===== src/rtl/bus_decoder_pkg.sv =====
// Shared types and constants for the CPU-to-slave bus decoder.
package bus_decoder_pkg;

    typedef enum logic [1:0] {
        ST_IDLE   = 2'd0,
        ST_ACCESS = 2'd1,
        ST_RESP   = 2'd2
    } state_e;

    localparam logic [31:0] ILLEGAL_INSTRUCTION = 32'h0000_0000;

    localparam int ERR_CNT_W = 8;
    localparam logic [ERR_CNT_W-1:0] ERR_CNT_MAX = '1;

    localparam int TMO_W = 16;

    function automatic logic [ERR_CNT_W-1:0] sat_inc(input logic [ERR_CNT_W-1:0] v);
        return (v == ERR_CNT_MAX) ? v : v + ERR_CNT_W'(1);
    endfunction

endpackage


===== src/rtl/bus_decoder_if.sv =====
// CPU-side request/response and slave-side select signals of the bus decoder.
interface bus_decoder_if #(
    parameter int unsigned NUM_SLV = 8
);
    // Handshake: cpu_valid is sampled only while the decoder is idle and the request
    // fields are ignored once accepted; cpu_ready is a one-cycle completion pulse with
    // cpu_rdata valid alongside it; slv_cs stays high until the selected slv_ready is 1.
    logic                   cpu_valid;
    logic [31:0]            cpu_addr;
    logic [3:0]             cpu_wstrb;
    logic [31:0]            cpu_wdata;
    logic                   cpu_ready;
    logic [31:0]            cpu_rdata;
    logic [NUM_SLV-1:0]     slv_cs;
    logic [3:0]             slv_wstrb;
    logic [31:0]            slv_addr;
    logic [31:0]            slv_wdata;
    logic [NUM_SLV*32-1:0]  slv_rdata;
    logic [NUM_SLV-1:0]     slv_ready;

    modport slave (
        input  cpu_valid, cpu_addr, cpu_wstrb, cpu_wdata, slv_rdata, slv_ready,
        output cpu_ready, cpu_rdata, slv_cs, slv_wstrb, slv_addr, slv_wdata
    );

    modport master (
        output cpu_valid, cpu_addr, cpu_wstrb, cpu_wdata, slv_rdata, slv_ready,
        input  cpu_ready, cpu_rdata, slv_cs, slv_wstrb, slv_addr, slv_wdata
    );

endinterface


===== src/rtl/bus_timeout.sv =====
// 16-bit access watchdog: cleared on entry to an access, counts enabled cycles.
module bus_timeout
    import bus_decoder_pkg::*;
#(
    parameter int unsigned TIMEOUT = 255
) (
    input  logic clk,
    input  logic reset,
    input  logic clr,
    input  logic en,
    output logic expired
);

    logic [TMO_W-1:0] count_q;
    logic [TMO_W-1:0] count_d;

    always_comb begin
        count_d = count_q;
        if (clr) begin
            count_d = '0;
        end else if (en) begin
            count_d = count_q + TMO_W'(1);
        end
    end

    always_ff @(posedge clk or posedge reset) begin
        if (reset) begin
            count_q <= '0;
        end else begin
            count_q <= count_d;
        end
    end

    // Asserts during the TIMEOUT-th enabled cycle, so the access ends on that edge.
    assign expired = en && (({1'b0, count_q} + (TMO_W+1)'(1)) == (TMO_W+1)'(TIMEOUT));

endmodule


===== src/rtl/bus_decoder.sv =====
// Address decoder and access sequencer between one CPU port and NUM_SLV slave ports.
module bus_decoder
    import bus_decoder_pkg::*;
#(
    parameter int unsigned           NUM_SLV  = 8,
    parameter logic [NUM_SLV*32-1:0] SLV_BASE = '0,
    parameter logic [NUM_SLV*32-1:0] SLV_MASK = '0,
    parameter logic [NUM_SLV-1:0]    PROT_VEC = '0,
    parameter int unsigned           TIMEOUT  = 255
) (
    input  logic                 clk,
    input  logic                 reset,
    bus_decoder_if.slave         bus,
    input  logic                 force_trap,
    input  logic                 fw_app_mode,
    output logic                 err_unmapped,
    output logic                 err_prot,
    output logic                 err_timeout,
    output logic [ERR_CNT_W-1:0] err_count,
    output state_e               dbg_state
);

    state_e                 state_q, state_d;
    logic                   cpu_ready_q, cpu_ready_d;
    logic [31:0]            cpu_rdata_q, cpu_rdata_d;
    logic [NUM_SLV-1:0]     slv_cs_q, slv_cs_d;
    logic [3:0]             slv_wstrb_q, slv_wstrb_d;
    logic [31:0]            slv_addr_q, slv_addr_d;
    logic [31:0]            slv_wdata_q, slv_wdata_d;
    logic                   err_unmapped_q, err_unmapped_d;
    logic                   err_prot_q, err_prot_d;
    logic                   err_timeout_q, err_timeout_d;
    logic [ERR_CNT_W-1:0]   err_count_q, err_count_d;

    logic [NUM_SLV-1:0]     hit_vec;
    logic [NUM_SLV-1:0]     sel_onehot;
    logic [31:0]            rd_mux;
    logic                   ready_sel;
    logic                   tmo_clr;
    logic                   tmo_en;
    logic                   tmo_expired;

    // Isolating the lowest set bit of the hit vector gives lowest-index priority.
    always_comb begin
        hit_vec = '0;
        for (int i = 0; i < int'(NUM_SLV); i++) begin
            hit_vec[i] = ((bus.cpu_addr & SLV_MASK[i*32 +: 32]) == SLV_BASE[i*32 +: 32]);
        end
        sel_onehot = hit_vec & (~hit_vec + NUM_SLV'(1));
    end

    always_comb begin
        rd_mux = '0;
        for (int i = 0; i < int'(NUM_SLV); i++) begin
            if (slv_cs_q[i]) begin
                rd_mux = rd_mux | bus.slv_rdata[i*32 +: 32];
            end
        end
        ready_sel = |(bus.slv_ready & slv_cs_q);
    end

    assign tmo_en = (state_q == ST_ACCESS);

    bus_timeout #(
        .TIMEOUT (TIMEOUT)
    ) u_timeout (
        .clk     (clk),
        .reset   (reset),
        .clr     (tmo_clr),
        .en      (tmo_en),
        .expired (tmo_expired)
    );

    always_comb begin
        state_d        = state_q;
        cpu_ready_d    = 1'b0;
        cpu_rdata_d    = '0;
        slv_cs_d       = slv_cs_q;
        slv_wstrb_d    = slv_wstrb_q;
        slv_addr_d     = slv_addr_q;
        slv_wdata_d    = slv_wdata_q;
        err_unmapped_d = 1'b0;
        err_prot_d     = 1'b0;
        err_timeout_d  = 1'b0;
        tmo_clr        = 1'b0;

        case (state_q)
            ST_IDLE: begin
                if (bus.cpu_valid) begin
                    slv_addr_d  = bus.cpu_addr;
                    slv_wstrb_d = bus.cpu_wstrb;
                    slv_wdata_d = bus.cpu_wdata;
                    tmo_clr     = 1'b1;
                    if (force_trap) begin
                        state_d     = ST_RESP;
                        cpu_ready_d = 1'b1;
                        cpu_rdata_d = ILLEGAL_INSTRUCTION;
                    end else if (hit_vec == '0) begin
                        state_d        = ST_RESP;
                        cpu_ready_d    = 1'b1;
                        err_unmapped_d = 1'b1;
                    end else if (((sel_onehot & PROT_VEC) != '0) && fw_app_mode) begin
                        state_d     = ST_RESP;
                        cpu_ready_d = 1'b1;
                        err_prot_d  = 1'b1;
                    end else begin
                        state_d  = ST_ACCESS;
                        slv_cs_d = sel_onehot;
                    end
                end
            end
            ST_ACCESS: begin
                // Ready is checked first so it wins over a coincident timeout.
                if (ready_sel) begin
                    state_d     = ST_RESP;
                    cpu_ready_d = 1'b1;
                    cpu_rdata_d = rd_mux;
                    slv_cs_d    = '0;
                end else if (tmo_expired) begin
                    state_d       = ST_RESP;
                    cpu_ready_d   = 1'b1;
                    err_timeout_d = 1'b1;
                    slv_cs_d      = '0;
                end
            end
            ST_RESP: begin
                state_d = ST_IDLE;
            end
            default: begin
                state_d  = ST_IDLE;
                slv_cs_d = '0;
            end
        endcase

        err_count_d = err_count_q;
        if (err_unmapped_d || err_prot_d || err_timeout_d) begin
            err_count_d = sat_inc(err_count_q);
        end
    end

    always_ff @(posedge clk or posedge reset) begin
        if (reset) begin
            state_q        <= ST_IDLE;
            cpu_ready_q    <= 1'b0;
            cpu_rdata_q    <= '0;
            slv_cs_q       <= '0;
            slv_wstrb_q    <= '0;
            slv_addr_q     <= '0;
            slv_wdata_q    <= '0;
            err_unmapped_q <= 1'b0;
            err_prot_q     <= 1'b0;
            err_timeout_q  <= 1'b0;
            err_count_q    <= '0;
        end else begin
            state_q        <= state_d;
            cpu_ready_q    <= cpu_ready_d;
            cpu_rdata_q    <= cpu_rdata_d;
            slv_cs_q       <= slv_cs_d;
            slv_wstrb_q    <= slv_wstrb_d;
            slv_addr_q     <= slv_addr_d;
            slv_wdata_q    <= slv_wdata_d;
            err_unmapped_q <= err_unmapped_d;
            err_prot_q     <= err_prot_d;
            err_timeout_q  <= err_timeout_d;
            err_count_q    <= err_count_d;
        end
    end

    assign bus.cpu_ready = cpu_ready_q;
    assign bus.cpu_rdata = cpu_rdata_q;
    assign bus.slv_cs    = slv_cs_q;
    assign bus.slv_wstrb = slv_wstrb_q;
    assign bus.slv_addr  = slv_addr_q;
    assign bus.slv_wdata = slv_wdata_q;
    assign err_unmapped  = err_unmapped_q;
    assign err_prot      = err_prot_q;
    assign err_timeout   = err_timeout_q;
    assign err_count     = err_count_q;
    assign dbg_state     = state_q;

endmodule


===== src/flat_wrapper.sv =====
// flat-port wrapper written by rule: the top's interface ports become plain ports
module bus_decoder_flat import bus_decoder_pkg::*;
#(
    parameter int unsigned           NUM_SLV  = 8,
    parameter logic [NUM_SLV*32-1:0] SLV_BASE = '0,
    parameter logic [NUM_SLV*32-1:0] SLV_MASK = '0,
    parameter logic [NUM_SLV-1:0]    PROT_VEC = '0,
    parameter int unsigned           TIMEOUT  = 255
)
  (clk, reset, force_trap, fw_app_mode, err_unmapped, err_prot, err_timeout, err_count, dbg_state, bus_cpu_valid, bus_cpu_addr, bus_cpu_wstrb, bus_cpu_wdata, bus_slv_rdata, bus_slv_ready, bus_cpu_ready, bus_cpu_rdata, bus_slv_cs, bus_slv_wstrb, bus_slv_addr, bus_slv_wdata);
  bus_decoder_if #(.NUM_SLV(NUM_SLV)) bus_i ();
  input  logic clk;
  input  logic reset;
  input  logic force_trap;
  input  logic fw_app_mode;
  output logic err_unmapped;
  output logic err_prot;
  output logic err_timeout;
  output logic [ERR_CNT_W-1:0] err_count;
  output state_e dbg_state;
  input wire logic [$bits(bus_i.cpu_valid)-1:0] bus_cpu_valid;
  input wire logic [$bits(bus_i.cpu_addr)-1:0] bus_cpu_addr;
  input wire logic [$bits(bus_i.cpu_wstrb)-1:0] bus_cpu_wstrb;
  input wire logic [$bits(bus_i.cpu_wdata)-1:0] bus_cpu_wdata;
  input wire logic [$bits(bus_i.slv_rdata)-1:0] bus_slv_rdata;
  input wire logic [$bits(bus_i.slv_ready)-1:0] bus_slv_ready;
  output wire logic [$bits(bus_i.cpu_ready)-1:0] bus_cpu_ready;
  output wire logic [$bits(bus_i.cpu_rdata)-1:0] bus_cpu_rdata;
  output wire logic [$bits(bus_i.slv_cs)-1:0] bus_slv_cs;
  output wire logic [$bits(bus_i.slv_wstrb)-1:0] bus_slv_wstrb;
  output wire logic [$bits(bus_i.slv_addr)-1:0] bus_slv_addr;
  output wire logic [$bits(bus_i.slv_wdata)-1:0] bus_slv_wdata;
  assign bus_i.cpu_valid = bus_cpu_valid;
  assign bus_i.cpu_addr = bus_cpu_addr;
  assign bus_i.cpu_wstrb = bus_cpu_wstrb;
  assign bus_i.cpu_wdata = bus_cpu_wdata;
  assign bus_i.slv_rdata = bus_slv_rdata;
  assign bus_i.slv_ready = bus_slv_ready;
  assign bus_cpu_ready = bus_i.cpu_ready;
  assign bus_cpu_rdata = bus_i.cpu_rdata;
  assign bus_slv_cs = bus_i.slv_cs;
  assign bus_slv_wstrb = bus_i.slv_wstrb;
  assign bus_slv_addr = bus_i.slv_addr;
  assign bus_slv_wdata = bus_i.slv_wdata;
  bus_decoder #(.NUM_SLV(NUM_SLV), .SLV_BASE(SLV_BASE), .SLV_MASK(SLV_MASK), .PROT_VEC(PROT_VEC), .TIMEOUT(TIMEOUT)) u_core (.clk(clk), .reset(reset), .bus(bus_i), .force_trap(force_trap), .fw_app_mode(fw_app_mode), .err_unmapped(err_unmapped), .err_prot(err_prot), .err_timeout(err_timeout), .err_count(err_count), .dbg_state(dbg_state));
endmodule

===== config.mk =====
export PLATFORM = sky130hd
export DESIGN_NAME = bus_decoder_flat
export DESIGN_NICKNAME = d
export VERILOG_FILES = /design/src/rtl/bus_decoder_pkg.sv /design/src/rtl/bus_decoder_if.sv /design/src/rtl/bus_timeout.sv /design/src/rtl/bus_decoder.sv /design/src/flat_wrapper.sv
export SDC_FILE = /design/constraint.sdc
export NUM_CORES = 1
export LEC_CHECK = 0
export BUFFER_PORTS_ARGS = -buffer_cell sky130_fd_sc_hd__buf_2
export CAP_MARGIN = 20
export CORE_AREA = 10 10 170 172
export DETAILED_ROUTE_END_ITERATION = 8
export DIE_AREA = 0 0 180 182
export GPL_TIMING_DRIVEN = 0
export PLACE_DENSITY = 0.53
export SYNTH_ARGS = -nofsm -noshare
export SYNTH_HDL_FRONTEND = slang
export SYNTH_HIERARCHICAL = 1
export SYNTH_SLANG_ARGS = --single-unit

===== constraint.sdc =====
create_clock -name clk -period 4.85 [get_ports clk]
set_input_delay 0.97 -clock clk [delete_from_list [all_inputs] [get_ports clk]]
set_output_delay 0.97 -clock clk [all_outputs]
set_load 0.005 [all_outputs]

# Word level (Yosys, flattened, before mapping)
# Index checks and enable logic that the tools add are counted.
totals:
  output_inout_bits: 122
  regBits: 136
  inputBits: 337
op_classes:
  bitwise: 10
  muxes: 31
  addsub: 3
  n_reduce_logical: 8
  n_eq_ne: 7
op_table:
  columns: ["op", "count"]
  rows:
  - ["32-bit two-way mux", 10]
  - ["32-bit OR", 7]
  - ["16-bit two-way mux", 2]
  - ["8-bit two-way mux", 4]
  - ["8-bit one-hot mux with 3 select lines", 1]
  - ["16-bit by 1-bit adder with 17-bit output, second input constant", 1]
  - ["17-bit by 8-bit equality test with 1-bit output, second input constant", 1]
  - ["16-bit by 1-bit adder with 16-bit output, second input constant", 1]
  - ["8-bit by 1-bit adder with 8-bit output, second input constant", 1]
  - ["8-bit bitwise AND", 1]
  - ["8-bit equality test, second input constant", 1]
  - ["1-bit two-way mux", 8]
  - ["2-bit two-way mux", 4]
  - ["8-bit OR reduction", 1]
  - ["2-bit AND reduction", 3]
  - ["2-bit != test, second input constant", 2]
  - ["2-bit one-hot mux with 2 select lines", 1]
  - ["4-bit AND reduction", 1]
  - ["3-bit by 1-bit != test with 1-bit output, second input constant", 1]
  - ["2-bit by 1-bit equality test with 1-bit output, second input constant", 1]
  - ["2-bit equality test, second input constant", 1]
  - ["2-bit logical NOT", 1]
  - ["1-bit inverter", 2]
  - ["1-bit one-hot mux with 2 select lines", 1]
  - ["2 further kinds", 2]

# Depth between registers and ports, before layout
logic_depth:
  word_depth: 17
  mapped_depth: 10
  ltp_nobuf: 9

# Hierarchy
# Netlist, hierarchy kept.
modules_own_cells:
  columns: ["module", "cells_each", "seq_area_each_um2", "instances", "area_each_um2"]
  rows:
  - ["bus_decoder", 280, 2827.7, 1, 4222.8]
  - ["bus_timeout", 109, 400.4, 1, 1047.3]

# Worst setup path before layout
# No wires, ideal clock.
synth_path:
  kind: "register to register"
  start: "reg u_core.u_timeout.count_q[0]"
  end: "reg u_core.err_count_q[6], in the netlist u_core/err_count[6]"
  path_stages_with_launch: 10
  n_path_buf: 1
  arrival_time_ns: 2.296
  path_slack_ns: 2.429
  path_cell_list: "dfrtp_1 > ha_1 > and4_1 > a211oi_1 > o2111ai_1 > a2111oi_2 > and3_1 > buf_4 > nand4_2 > mux2_4"
synth_via:
  elab_chain_cells: 7
synth_lines:
  columns: ["item", "line_no", "source"]
  rows:
  - ["start: declaration", "bus_timeout.sv:14", "logic [TMO_W-1:0] count_q;"]
  - ["start signal: assignment", "bus_timeout.sv:30", "count_q <= count_d;"]
  - ["16-bit by 1-bit adder with 17-bit output", "bus_timeout.sv:35", "assign expired = en && (({1'b0, count_q} + (TMO_W+1)'(1)) == (TMO_W+1)'(TIMEOUT));"]
  - ["17-bit by 8-bit equality test with 1-bit output", "bus_timeout.sv:35", null]
  - ["1-bit logical AND", "bus_timeout.sv:35", null]
  - ["via u_core.tmo_expired", "bus_decoder.sv:41", "logic tmo_expired;"]
  - ["1-bit two-way mux", "bus_decoder.sv:119", "end else if (tmo_expired) begin"]
  - ["1-bit two-way mux", "bus_decoder.sv:114", "if (ready_sel) begin"]
  - ["1-bit two-way mux", "bus_decoder.sv:87", "case (state_q)"]
  - ["via u_core.err_timeout_d", "bus_decoder.sv:32", "logic err_timeout_q, err_timeout_d;"]
  - ["2-bit AND reduction (no source line)", null, null]
  - ["end signal: assignment", "bus_decoder.sv:165", "err_count_q <= err_count_d;"]
  - ["end: declaration", "bus_decoder.sv:33", "logic [ERR_CNT_W-1:0] err_count_q, err_count_d;"]
# The timed path passes the listed nets, and every way through them passes these cells.
# A chain may end at the register's enable or synchronous reset.

# Final worst setup path
# Same ends and word-level chain as after synthesis.

==> flow_summary.ini <==
[global_routing]
antenna_found_initial = 2
grt_max_degree = 72
number_of_global_route_vias_before_repair = 4128
wire_length_of_the_first_global_routing_pass_um = 27800
grtUsageTotal_pct = 11.4
gr-total-overflow = 0

[synth]
yosys_register_bits = 129
syn-cell-area_um2 = 5270
ys_seq_area_share_pct = 61.3
syn_avg_cell_area_um2 = 13.5
synth.distinct_cells = 45
yosys_warnings = 6
synthesis.instances = 389

[worst_setup_path]
startpoint_type = register
ws_path_type = register to register
crit_required_ps = 5150
crit_fanout = 6
worst-r2r-setup-slack_ps = 2130
endpoint_kind = register
critPathArrivalTime_ps = 3020

[drt]
initialDrtViolationCount = 155
route.antenna.remaining_nets = 0
detailed_router_iteration_count_before_antenna_repair = 4
route.top_layer_used = met4
drcViolationCount = 0
num_vias = 3842
avgRoutedWirePerCell_um = 19.1
finalWirelength_um = 18800
met2_length_um = 7490
detailroute.wirelength.met3_um = 2190
wl_met1_um = 9000
post_drt_via_cell_ratio = 3.91

[status]
outcome = finished, final reports clean

[cells_and_area]
most-common-layout-cells = 224 x buf_2, 129 x dfrtp_1, 68 x mux2_2
area_growth_syn_to_layout_pct = 40.2
final_core_util_pct = 28.8
final_common_cell = buf_2
final_layout_size_suffix_gt1_share_pct = 54.7
antenna-diode-count = 0
final_net_count = 974
fin_area_um2 = 7390

[floorplan]
initial_standard_cell_utilization_of_the_core_pct = 20.6
row_count = 59
fp.dieW_um = 180
die_height_um = 182
fp.dieArea_um2 = 32800
design.portCount = 459
core_area_um2 = 25600

[sta]
report.final.slew_viol_count = 0
rsz0062_at_grt = false
fin_worst_skew_ps = 10.4
finalSetupViolations = 0
time_the_worst_path_needs_with_i_o_delays_and_setup_ps = 2720
period_share_pct = 56.1
max_clock_freq_mhz = 368
max-slew-margin-rel_pct = 52.6
worst-slew-pin-transition_ps = 712
hold_viol_final = 0

[run]
timing.max_cap.violations = 0

[cts]
cts.htree.levels = 4
tritoncts_clock_tree = done
tritoncts.num_buffers = 17
postCtsSetupBuffers = 0
clk_root_buffer_cell = clkbuf_16
clk_pin_slew_ps = 60
clk_path_buf_depth = 2
clock_latency_ps = 420
post_cts_hold_buffer_count = 0
tritoncts_num_sinks = 129
post_cts.resized_instances = 0

[power_and_ir_drop]
power.density_nw_per_um2 = 531
power_leakage_uw = 0.00367
peakVddDrop_mv = 0.222

[placement]
dp_hpwl_um = 14900
detailed_place.area_um2 = 6840
routabilityCongestion = 0.743
numPortBuffers = 217

[min_path]
worst_hold_path_type = register to register
[state kept, by name, summed over array words and instances, names as in the netlist]
signal / flops
u_core/bus.slv_wstrb: 4
u_core/u_timeout/count_q: 16
u_core/bus.cpu_rdata: 32
u_core/err_count: 8
u_core/bus.slv_cs: 1
u_core/err_timeout: 1
u_core/dbg_state: 2
u_core/bus.cpu_ready: 1
u_core/bus.slv_wdata: 32
u_core/bus.slv_addr: 32
[power by group]
group	internal [µW]	total [µW]	switching [µW]
logic	576	1120	541
registers	1410	1590	178
clock network	672	1220	546
total	2660	3920	1260
[cells in the mapped netlist, drive strengths merged]
cell	number	share of area (%)
xor2	8	1.3
ha	3	0.71
buf	20	2.7
o2111ai	2	0.33
a2111oi	1	0.28
nor2	22	1.6
mux2i	1	0.19
o32ai	2	0.33
dfrtp	129	61
and3	7	0.85
inv	7	0.50
o21ai	3	0.28
nor3	3	0.28
nand4	12	1.9
or3	3	0.36
and2	33	3.9
a211oi	2	0.28
and4	4	0.69
xnor2	13	2.2
clkbuf	8	0.81
o31ai	2	0.28
mux2	71	15
conb	1	0.071
nor4bb	1	0.19
a31oi	2	0.24
or4	2	0.28
nand2	8	0.57
nand2b	4	0.52
nand3	7	0.90
a21oi	5	0.47
nor4	3	0.47
[through the flow]
step | setup WS, ps | cells | hold slack [ps] | setup TNS (ps) | total power (µW)
final | 2130 | 982 | 498 | 0 | 3920
after global routing | 1940 | 982 | 507 | 0 | 4210
after CTS | 2050 | 982 | 504 | 0 | 4020
after detailed placement | 1600 | 950 | 490 | 0 | 2760
after global placement | -945 | 949 | 484 | -105370 | 2740
after floorplan | 893 | 397 | 483 | 0 | 2120
[layout make-up]
class                      count  area, µm²
fill                        2651      18200
timing repair buffer         218       1110
buffer                        28        183
tap                          335        419
inverter                       7       31.3
clock buffer                  18        429
multi-input combinational    233       1860
sequential                   129       3230
clock inverter                14        123
[final timing paths]
check,depth (start not counted),endpoint,startpoint
min in group asynchronous,2,u_core/bus.cpu_rdata[12],reset
max reg2reg,9,u_core/err_count[6],u_core/u_timeout/count_q[0]
min reg2reg,1,u_core/bus.slv_addr[6],u_core/bus.slv_addr[6]
max in group asynchronous,3,u_core/bus.slv_cs[0],reset
max,9,u_core/err_count[6],u_core/u_timeout/count_q[0]
min,1,u_core/bus.slv_addr[6],u_core/bus.slv_addr[6]
[metal layers]
metal | vias to the layer above | GRT usage (%)
li1 | 1817 | -
met2 | 140 | 15.3
met3 | 8 | 6.58
met5 | - | 0
met4 | 0 | 2.58
met1 | 1877 | 15.2
[critical path, stage by stage, from the launching register on]
cell and delay (ps):
dfrtp_1 440, ha_1 300, and4_1 240, a211oi_1 240, o2111ai_1 170, a2111oi_2 440, and3_1 220, buf_4 140
nand4_2 110, mux2_4 310
[cells by family after synthesis]
group	share of synthesized area, %
XOR/XNOR	3.49
flip-flops	61.3
adder cells (fa/ha/maj)	0.712
multiplexers	15.4
AO/OA/AOI/OAI	2.52
AND/OR/NAND/NOR	12.6
other	0.0712
buffers and inverters	3.96
Power figures use the tool's default switching activity.
